<file path="config.mk">
export PLATFORM = sky130hd
export DESIGN_NAME = fetch_ctrl
export DESIGN_NICKNAME = d
export VERILOG_FILES = /design/src/rtl/fetch_ctrl.sv
export SDC_FILE = /design/constraint.sdc
export NUM_CORES = 1
export LEC_CHECK = 0
export CAP_MARGIN = 30
export CORE_AREA = 2 2 106 108
export CTS_BUF_LIST = sky130_fd_sc_hd__clkbuf_2 sky130_fd_sc_hd__clkbuf_4 sky130_fd_sc_hd__clkbuf_8
export CTS_CLUSTER_SIZE = 20
export DETAILED_ROUTE_END_ITERATION = 12
export DIE_AREA = 0 0 108 110
export PLACE_DENSITY = 0.77
export SLEW_MARGIN = 0
export SYNTH_ARGS = -nofsm -noshare
export SYNTH_HDL_FRONTEND = slang
export SYNTH_SLANG_ARGS = --single-unit
</file>
<file path="constraint.sdc">
create_clock -name clk -period 3.5 [get_ports clk]
set_input_delay 0.7 -clock clk [delete_from_list [all_inputs] [get_ports clk]]
set_output_delay 0.7 -clock clk [all_outputs]
set_load 0.01 [all_outputs]
</file>
<file path="src/rtl/fetch_ctrl.sv">
// Instruction-fetch sequencer: issues two-word I-cache requests at the current PC,
// pushes returned words into the instruction queue and squashes fetches on redirect.
module fetch_ctrl #(
   parameter int QFREE_W = 4
) (
   input  logic               clk,
   input  logic               resetn,
   input  logic [31:0]        pc,
   input  logic               redirect,
   output logic               req_valid,
   output logic [31:0]        req_addr,
   input  logic               req_ready,
   input  logic               resp_valid,
   input  logic [31:0]        resp_data0,
   input  logic [31:0]        resp_data1,
   input  logic               resp_v2,
   input  logic [QFREE_W-1:0] q_free,
   output logic [1:0]         q_push,
   output logic [31:0]        q_inst0,
   output logic [31:0]        q_inst1,
   output logic [31:0]        q_pc0,
   output logic [31:0]        q_pc1,
   output logic               adv1,
   output logic               adv2,
   output logic               full
);

   typedef enum logic [1:0] {S_IDLE, S_REQ, S_WAIT, S_DROP} state_t;

   state_t      state_q, state_d;
   logic [31:0] fa_q, fa_d;
   logic        room;

   // Two slots are reserved per group, so a request needs at least two free entries.
   assign room     = (q_free >= QFREE_W'(2));
   assign full     = ~room;
   assign req_addr = pc;

   always_ff @(posedge clk or negedge resetn) begin
      if (!resetn) begin
         state_q <= S_IDLE;
         fa_q    <= '0;
      end else begin
         state_q <= state_d;
         fa_q    <= fa_d;
      end
   end

   always_comb begin
      state_d   = state_q;
      fa_d      = fa_q;
      req_valid = 1'b0;
      q_push    = 2'd0;
      q_inst0   = '0;
      q_inst1   = '0;
      q_pc0     = '0;
      q_pc1     = '0;
      adv1      = 1'b0;
      adv2      = 1'b0;
      unique case (state_q)
         S_IDLE: state_d = S_REQ;
         S_REQ: begin
            // A redirecting cycle carries a stale pc, so nothing is requested.
            req_valid = ~redirect & room;
            if (req_valid && req_ready) begin
               fa_d    = pc;
               state_d = S_WAIT;
            end
         end
         S_WAIT: begin
            if (resp_valid && !redirect) begin
               q_push  = resp_v2 ? 2'd2 : 2'd1;
               q_inst0 = resp_data0;
               q_inst1 = resp_data1;
               q_pc0   = fa_q;
               q_pc1   = fa_q + 32'd4;
               adv1    = 1'b1;
               adv2    = resp_v2;
               state_d = S_REQ;
            end else if (resp_valid) begin
               state_d = S_REQ;
            end else if (redirect) begin
               state_d = S_DROP;
            end
         end
         S_DROP: begin
            if (resp_valid) state_d = S_REQ;
         end
         default: state_d = S_IDLE;
      endcase
   end

endmodule

</file>
==> impl_metrics.csv, run 1 <==
group,metric,value,unit
synth,syn-num-nets,475,
layout,fin_cells,737,
pwr,seqPwrFrac,40.0,%
cts,clockBufferDepth,2,
cts,htreeDepth,2,
timing,hold_viol,0,
timing,fmax,295.0,MHz
cts,numCtsBuffers,5,
drt,drt_wl_total,12730,um
layout,final_layout_size_suffix_gt1_share,11.00,%
synth,avgSynthCellArea,8.452,um2
global_routing,grt_first_pass_wirelength,18700,um
synth,ys_seq_elements,34,
die,core_area,10700,um2
placed_design,io_buffers,270,
cts,cts_tree,"yes",
critical_path,crit_start,"fa_q[5]$_DFFE_PN0P_",
cts,clkTransAtPathRegs,0.07,ns
timing,fin_crit_sh,96.86,%
job,max-cap-violations,0,
timing,worst_slew_pin_slew,0.8727,ns
critical_path,path_cells,"nand4_2 > or4_4 > or4_1 > a21oi_1 > clkdlybuf4s50_1",
pwr,ir_worst_vdd,0.2302,mV
pwr,p_int,1.373,mW
critical_path,cp_num_buf_inv,1,
drt,vias,3388,
cts,cts_root_buffer,"clkbuf_8",
synth,synth_cells,364,
layout,layout.nets,701,
die,rows,38,
timing,setup_viol,0,
die,dieArea,11880,um2
timing,rsz0062_at_grt,"false",
critical_path,critPathLaunchType,"register",
cts,clock_sinks,34,
critical_path,slowest_delay,0.59,ns
global_routing,track_usage,20.60,%
drt,antenna_left,0,
drt,dr.pass1.iters,4,
critical_path,r2r_slack,1.38,ns
critical_path,arrival,2.69,ns
drt,drc,0,
die,die_y,110,um
global_routing,grt_max_degree,37,
placed_design,gp_congestion,0.8634,
critical_path,critPathSlowestCell,"or4_4",
pwr,total_power,2.229,mW
synth,synth-seq-area-share,27.65,%
placed_design,placed_cells,722,
timing,skew,0.005515,ns
critical_path,cp_num_cells,5,
pwr,p_sw_share,38.41,%
die,fp.dieW,108,um
pwr,p_sw,0.8563,mW
pwr,p_leak,2.234,nW
placed_design,dp.final_hpwl,10470,um
die,initial_core_util,28.76,%
timing,setup_tns,0,ns
timing,slew_headroom,41.75,%
timing,drv_slew,0,
critical_path,path_delay_family,"simple AND/OR/NAND/NOR gates",
timing,whs,0.5032,ns
global_routing,antenna_found_initial,6,
critical_path,critPathMaxFanout,8,
die,design.portCount,272,
synth,synthesis.area,3077,um2
critical_path,r2r_start,"state_q[1]$_DFFE_PN0P_",
layout,area_growth,88.13,%
timing,fin_crit,3.390,ns
critical_path,required,2.80,ns
critical_path,ff2ff_path_depth,4,
critical_path,r2r-end,"fa_q[26]$_DFFE_PN0P_",
layout,utilization,54.11,%
synth,yosys_warnings,0,
global_routing,grt.overflow.total,0,
hold_path,hold_class,"register to register",
pwr,p_comb_share,45.7,%
critical_path,crit_path_end,"q_pc1[29]",
synth,synth_cell_types,35,
critical_path,worst-setup-path-type,"register to output pin",
drt,vias_per_cell,4.597,
run_status,status,"finished, final reports clean",
pwr,clkPwrFrac,14.4,%
cts,clkLatencyLatePin,0.29,ns
drt,wl_per_cell,17.27,um
critical_path,endpoint_kind,"output pin",
global_routing,grt_pass1_vias,3399,
pwr,power_density,385.1,nW/um2
drt,initialDrtViolationCount,149,
[kinds of logic (layout without fill, tap and decap cells)]
kind of cell,Yosys count,in the layout,share of synthesized area (%)
AOI/OAI and AO/OA,25,25,4.351
xor gates and xnor gates,12,12,3.416
adders and majority gates,5,5,2.033
buffers and inverters,63,290,12.81
DFF,34,34,27.65
muxes,39,39,14.23
other,0,6,0
and+or+nand+nor,186,186,35.50
[cells in the final DEF, fill, tap and decap left out, types with 5 or more instances in the layout]
cell type / netlist / routed
a21oi_1: 11 / 11
and2_1: 100 / 100
clkbuf_8: 0 / 6
clkdlybuf4s50_1: 0 / 268
dfrtp_1: 34 / 32
diode_2: 0 / 6
mux2_2: 38 / 38
nand2_1: 8 / 8
nand3_1: 11 / 10
nand4_1: 12 / 12
nor2_1: 24 / 24
o21ai_0: 11 / 11
or3_1: 9 / 9
xnor2_1: 5 / 5
xor2_1: 7 / 7
[registers in the layout, indices dropped and copies added (netlist names)]
name / count
fa_q: 32
state_q: 2
[area by class of cell]
type / instances / area [um2]
multi-input cells: 267 / 1841
diodes: 6 / 15.01
clock buffers: 7 / 90.09
flip-flops and latches: 34 / 853.3
clock inverters: 1 / 5.005
fillers: 982 / 4910
well taps: 140 / 175.2
repair buffers: 277 / 2790
inverters: 5 / 18.77
[power groups by stage]
stage / combinational, mW / clock (mW) / sequential, mW
final: 1.02 / 0.320 / 0.891
after global routing: 1.13 / 0.351 / 0.936
after detailed placement: 1.03 / 0 / 0.891
after CTS: 1.03 / 0.334 / 0.885
after global placement: 0.996 / 0 / 0.869
after floorplan: 0.668 / 0 / 0.761
[timing repair]
item	CTS	global route
resized for setup	2	3
pin swaps	0	1
setup endpoints to repair	1	5
hold buffers	0	0
buffers inserted	0	1
[layer usage]
metal | track usage [%] | wire, um | up-vias
li1 | - | - | 1641
met5 | 0 | 0 | -
met4 | 8.425 | 259 | 0
met1 | 24.49 | 5107 | 1586
met3 | 4.586 | 890 | 12
met2 | 36.03 | 6467 | 149
[worst min path at each step]
stage | start | depth (start not counted) | to | slack, ns
final | fa_q[0]$_DFFE_PN0P_ | 1 | fa_q[0]$_DFFE_PN0P_ | 0.50
after global placement | fa_q[0]$_DFFE_PN0P_ | 1 | fa_q[0]$_DFFE_PN0P_ | 0.48
after floorplan | resetn | 0 | fa_q[0]$_DFFE_PN0P_ | 0.40
after detailed placement | fa_q[1]$_DFFE_PN0P_ | 1 | fa_q[1]$_DFFE_PN0P_ | 0.49
after global routing | fa_q[1]$_DFFE_PN0P_ | 1 | fa_q[1]$_DFFE_PN0P_ | 0.52
after CTS | fa_q[1]$_DFFE_PN0P_ | 1 | fa_q[1]$_DFFE_PN0P_ | 0.51
[synthesized netlist by cell type (all sizes together)]
cell type / instances / area [um2]
dfrtp: 34 / 850.8
clkbuf: 15 / 57.55
nor2: 24 / 90.09
or3: 9 / 56.30
mux2i: 1 / 10.01
xor2: 7 / 61.31
nand2: 8 / 30.03
nor2b: 1 / 6.260
inv: 5 / 18.77
and4: 4 / 36.29
mux2: 38 / 427.9
o21a: 1 / 7.510
xnor2: 5 / 43.79
nand4: 13 / 87.58
ha: 5 / 62.56
nor3: 4 / 20.02
buf: 43 / 317.8
and3: 6 / 38.79
nand2b: 1 / 6.260
nand3: 11 / 55.05
or4: 3 / 26.27
o31a: 1 / 8.760
o31ai: 1 / 7.510
o21ai: 11 / 55.05
a21oi: 11 / 55.05
nor4: 1 / 6.260
and2: 101 / 633.1
[stage by stage]
stage          instance area, um2  worst slack, ns
2_1_floorplan                3077            1.038
3_3_place_gp                 5662           0.2464
3_5_place_dp                 5662           0.2077
4_1_cts                      5761         0.002482
5_1_grt                      5788         0.002540
6_report                     5788           0.1098
(Power assumes the default switching activity.)
==> inputs of run 2 (changes only) <==
- clock period: 3.5 -> 4.21 ns (I/O delays scaled with it)
==> run 2 against run 1 <==
Against the previous run: non-clock buffer count fell by 4; clock power decreased by 24%; setup slack better by 0.42 ns; final cell count decreased by 0.68%; first-iteration DRC count rose by 26%; clock skew is 0.0027 ns lower; total power is 19% lower; sequential share of layout area rose by 0.15 points; critical endpoint is now q_pc1[28]; core utilization decreased by 0.70 points; combinational power fell by 19%; global-route usage decreased by 0.46 points.
==> impl_metrics.csv, run 2 (synthesized netlist as in run 1, its figures left out) <==
group,metric,value,unit
timing,skew,0.002817,ns
placed_design,io_buffers,270,
critical_path,critPathSlowestCell,"clkdlybuf4s50_1",
run_status,status,"finished, final reports clean",
critical_path,arrival,2.84,ns
layout,fillers,978,
cts,hold_buffers,0,
die,fp.dieW,108,um
drt,antenna_left,0,
global_routing,track_usage,20.13,%
timing,fin_crit_sh,87.48,%
die,initial_core_util,28.76,%
global_routing,grt_first_pass_wirelength,18340,um
drt,drt_wl_total,12560,um
pwr,p_int,1.105,mW
critical_path,endpoint_kind,"output pin",
critical_path,r2r-end,"fa_q[6]$_DFFE_PN0P_",
cts,clkTransAtPathRegs,0.07,ns
pwr,seqPwrFrac,41.0,%
critical_path,critPathLaunchType,"register",
timing,whs,0.4989,ns
hold_path,min-delay-start,"fa_q[0]$_DFFE_PN0P_",
critical_path,r2r_start,"state_q[1]$_DFFE_PN0P_",
hold_path,hold_class,"register to register",
drt,wl_per_cell,17.16,um
pwr,clkPwrFrac,13.4,%
job,max-cap-violations,0,
cts,post_cts_resized,0,
drt,dr.pass1.iters,4,
cts,clock_sinks,34,
pwr,p_sw,0.7040,mW
die,design.portCount,272,
die,rows,38,
timing,rsz0062_at_grt,"false",
drt,vias_per_cell,4.687,
cts,cts_root_buffer,"clkbuf_8",
global_routing,grt.overflow.total,0,
timing,setup_viol,0,
global_routing,antenna_found_initial,6,
drt,drc,0,
die,die_y,110,um
critical_path,ff2ff_path_depth,4,
cts,cts_tree,"yes",
global_routing,grt_pass1_vias,3384,
layout,final_layout_size_suffix_gt1_share,9.556,%
die,core_area,10700,um2
layout,area_growth,85.69,%
pwr,power_density,316.6,nW/um2
cts,htreeDepth,2,
critical_path,r2r_slack,2.12,ns
timing,fin_crit,3.683,ns
timing,slew_headroom,41.59,%
layout,final_common_cell,"clkdlybuf4s50_1",
cts,clkLatencyLatePin,0.28,ns
critical_path,required,3.37,ns
layout,largestRegisters,"fa_q: 32 flops, state_q: 2 flops",
timing,setup_tns,0,ns
pwr,p_comb_share,45.6,%
timing,fmax,271.5,MHz
layout,most-common-layout-cells,"269 x clkdlybuf4s50_1, 100 x and2_1, 38 x mux2_2, 34 x dfrtp_1, 24 x nor2_1",
global_routing,grt_max_degree,71,
critical_path,path_cells,"ha_1 > nand3_1 > or4_1 > or3_1 > a21oi_1 > clkdlybuf4s50_1",
placed_design,dp.final_hpwl,10360,um
layout,layout.nets,697,
cts,numCtsBuffers,5,
layout,largest-register,"fa_q",
timing,drv_slew,0,
critical_path,slowest_delay,0.59,ns
drt,vias,3431,
layout,largest_reg_flops,32,
pwr,ir_worst_vdd,0.2411,mV
timing,worst_slew_pin_slew,0.8751,ns
die,dieArea,11880,um2
critical_path,worst-setup-path-type,"register to output pin",
cts,postCtsSetupBuffers,0,
drt,initialDrtViolationCount,188,
pwr,p_leak,2.183,nW
timing,hold_viol,0,
pwr,p_sw_share,38.92,%
critical_path,crit_start,"fa_q[2]$_DFFE_PN0P_",
critical_path,crit_path_end,"q_pc1[28]",
critical_path,critPathMaxFanout,6,
cts,clockBufferDepth,2,
placed_design,gp_congestion,0.8690,
==> run 2: cell count changes in the layout (fill, tap and decap cells not counted), sizes merged <==
cell,delta
buf,-4
clkbuf,-1
clkdlybuf4s50,+1
clkinv,-1
clkinvlp,+1
dlymetal6s2s,-1
==> run 2: routing by layer <==
metal,up-vias,global-route usage (%),part of all wire (%)
li1,1634,-,-
met1,1613,23.07,40
met2,168,36.30,50
met3,16,4.527,7.3
met4,0,8.150,3.1
met5,-,0,0
==> run 2: power groups by stage <==
stage / registers [mW] / logic (mW) / clock network [mW]
2_1_floorplan: 0.633 / 0.555 / 0
3_3_place_gp: 0.733 / 0.801 / 0
3_5_place_dp: 0.745 / 0.829 / 0
4_1_cts: 0.740 / 0.833 / 0.257
5_1_grt: 0.778 / 0.902 / 0.269
6_report: 0.742 / 0.824 / 0.242
==> run 2: worst min path at each step <==
stage | to | slack [ns] | cells past startpoint
finish | fa_q[0]$_DFFE_PN0P_ | 0.50 | 1
global route | fa_q[0]$_DFFE_PN0P_ | 0.51 | 1
CTS | fa_q[0]$_DFFE_PN0P_ | 0.50 | 1
detailed placement | fa_q[0]$_DFFE_PN0P_ | 0.49 | 1
global placement | fa_q[0]$_DFFE_PN0P_ | 0.48 | 1
floorplan | fa_q[0]$_DFFE_PN0P_ | 0.47 | 1
==> run 2: layout make-up <==
cell class / count / area, um2 / share of cell area, %
clock inverters: 1 / 7.507 / 0.1314
diodes: 6 / 15.01 / 0.2628
inverters: 5 / 18.77 / 0.3285
clock buffers: 6 / 76.32 / 1.336
repair buffers: 273 / 2733 / 47.83
well taps: 140 / 175.2 / 3.066
multi-input cells: 267 / 1837 / 32.15
flip-flops and latches: 34 / 850.8 / 14.89
==> run 2: critical path: cells and delay by family, from the launching register on <==
kind,cells,cell delay [ns]
and+or+nand+nor,3,1.04
buffers and inverters,1,0.59
DFF,1,0.45
adders and majority gates,1,0.30
AOI/OAI and AO/OA,1,0.19
==> run 2: metrics by stage <==
stage	total power [mW]	instance area (um2)	std cells	util, %	setup WS (ns)
after floorplan	1.188	3077	364	-	1.506
after detailed placement	1.575	5614	719	52.48	0.6035
final	1.809	5713	732	53.40	0.5270
after global placement	1.534	5614	719	52.48	0.6402
after CTS	1.830	5698	726	53.26	0.4987
after global routing	1.949	5713	732	53.40	0.3966
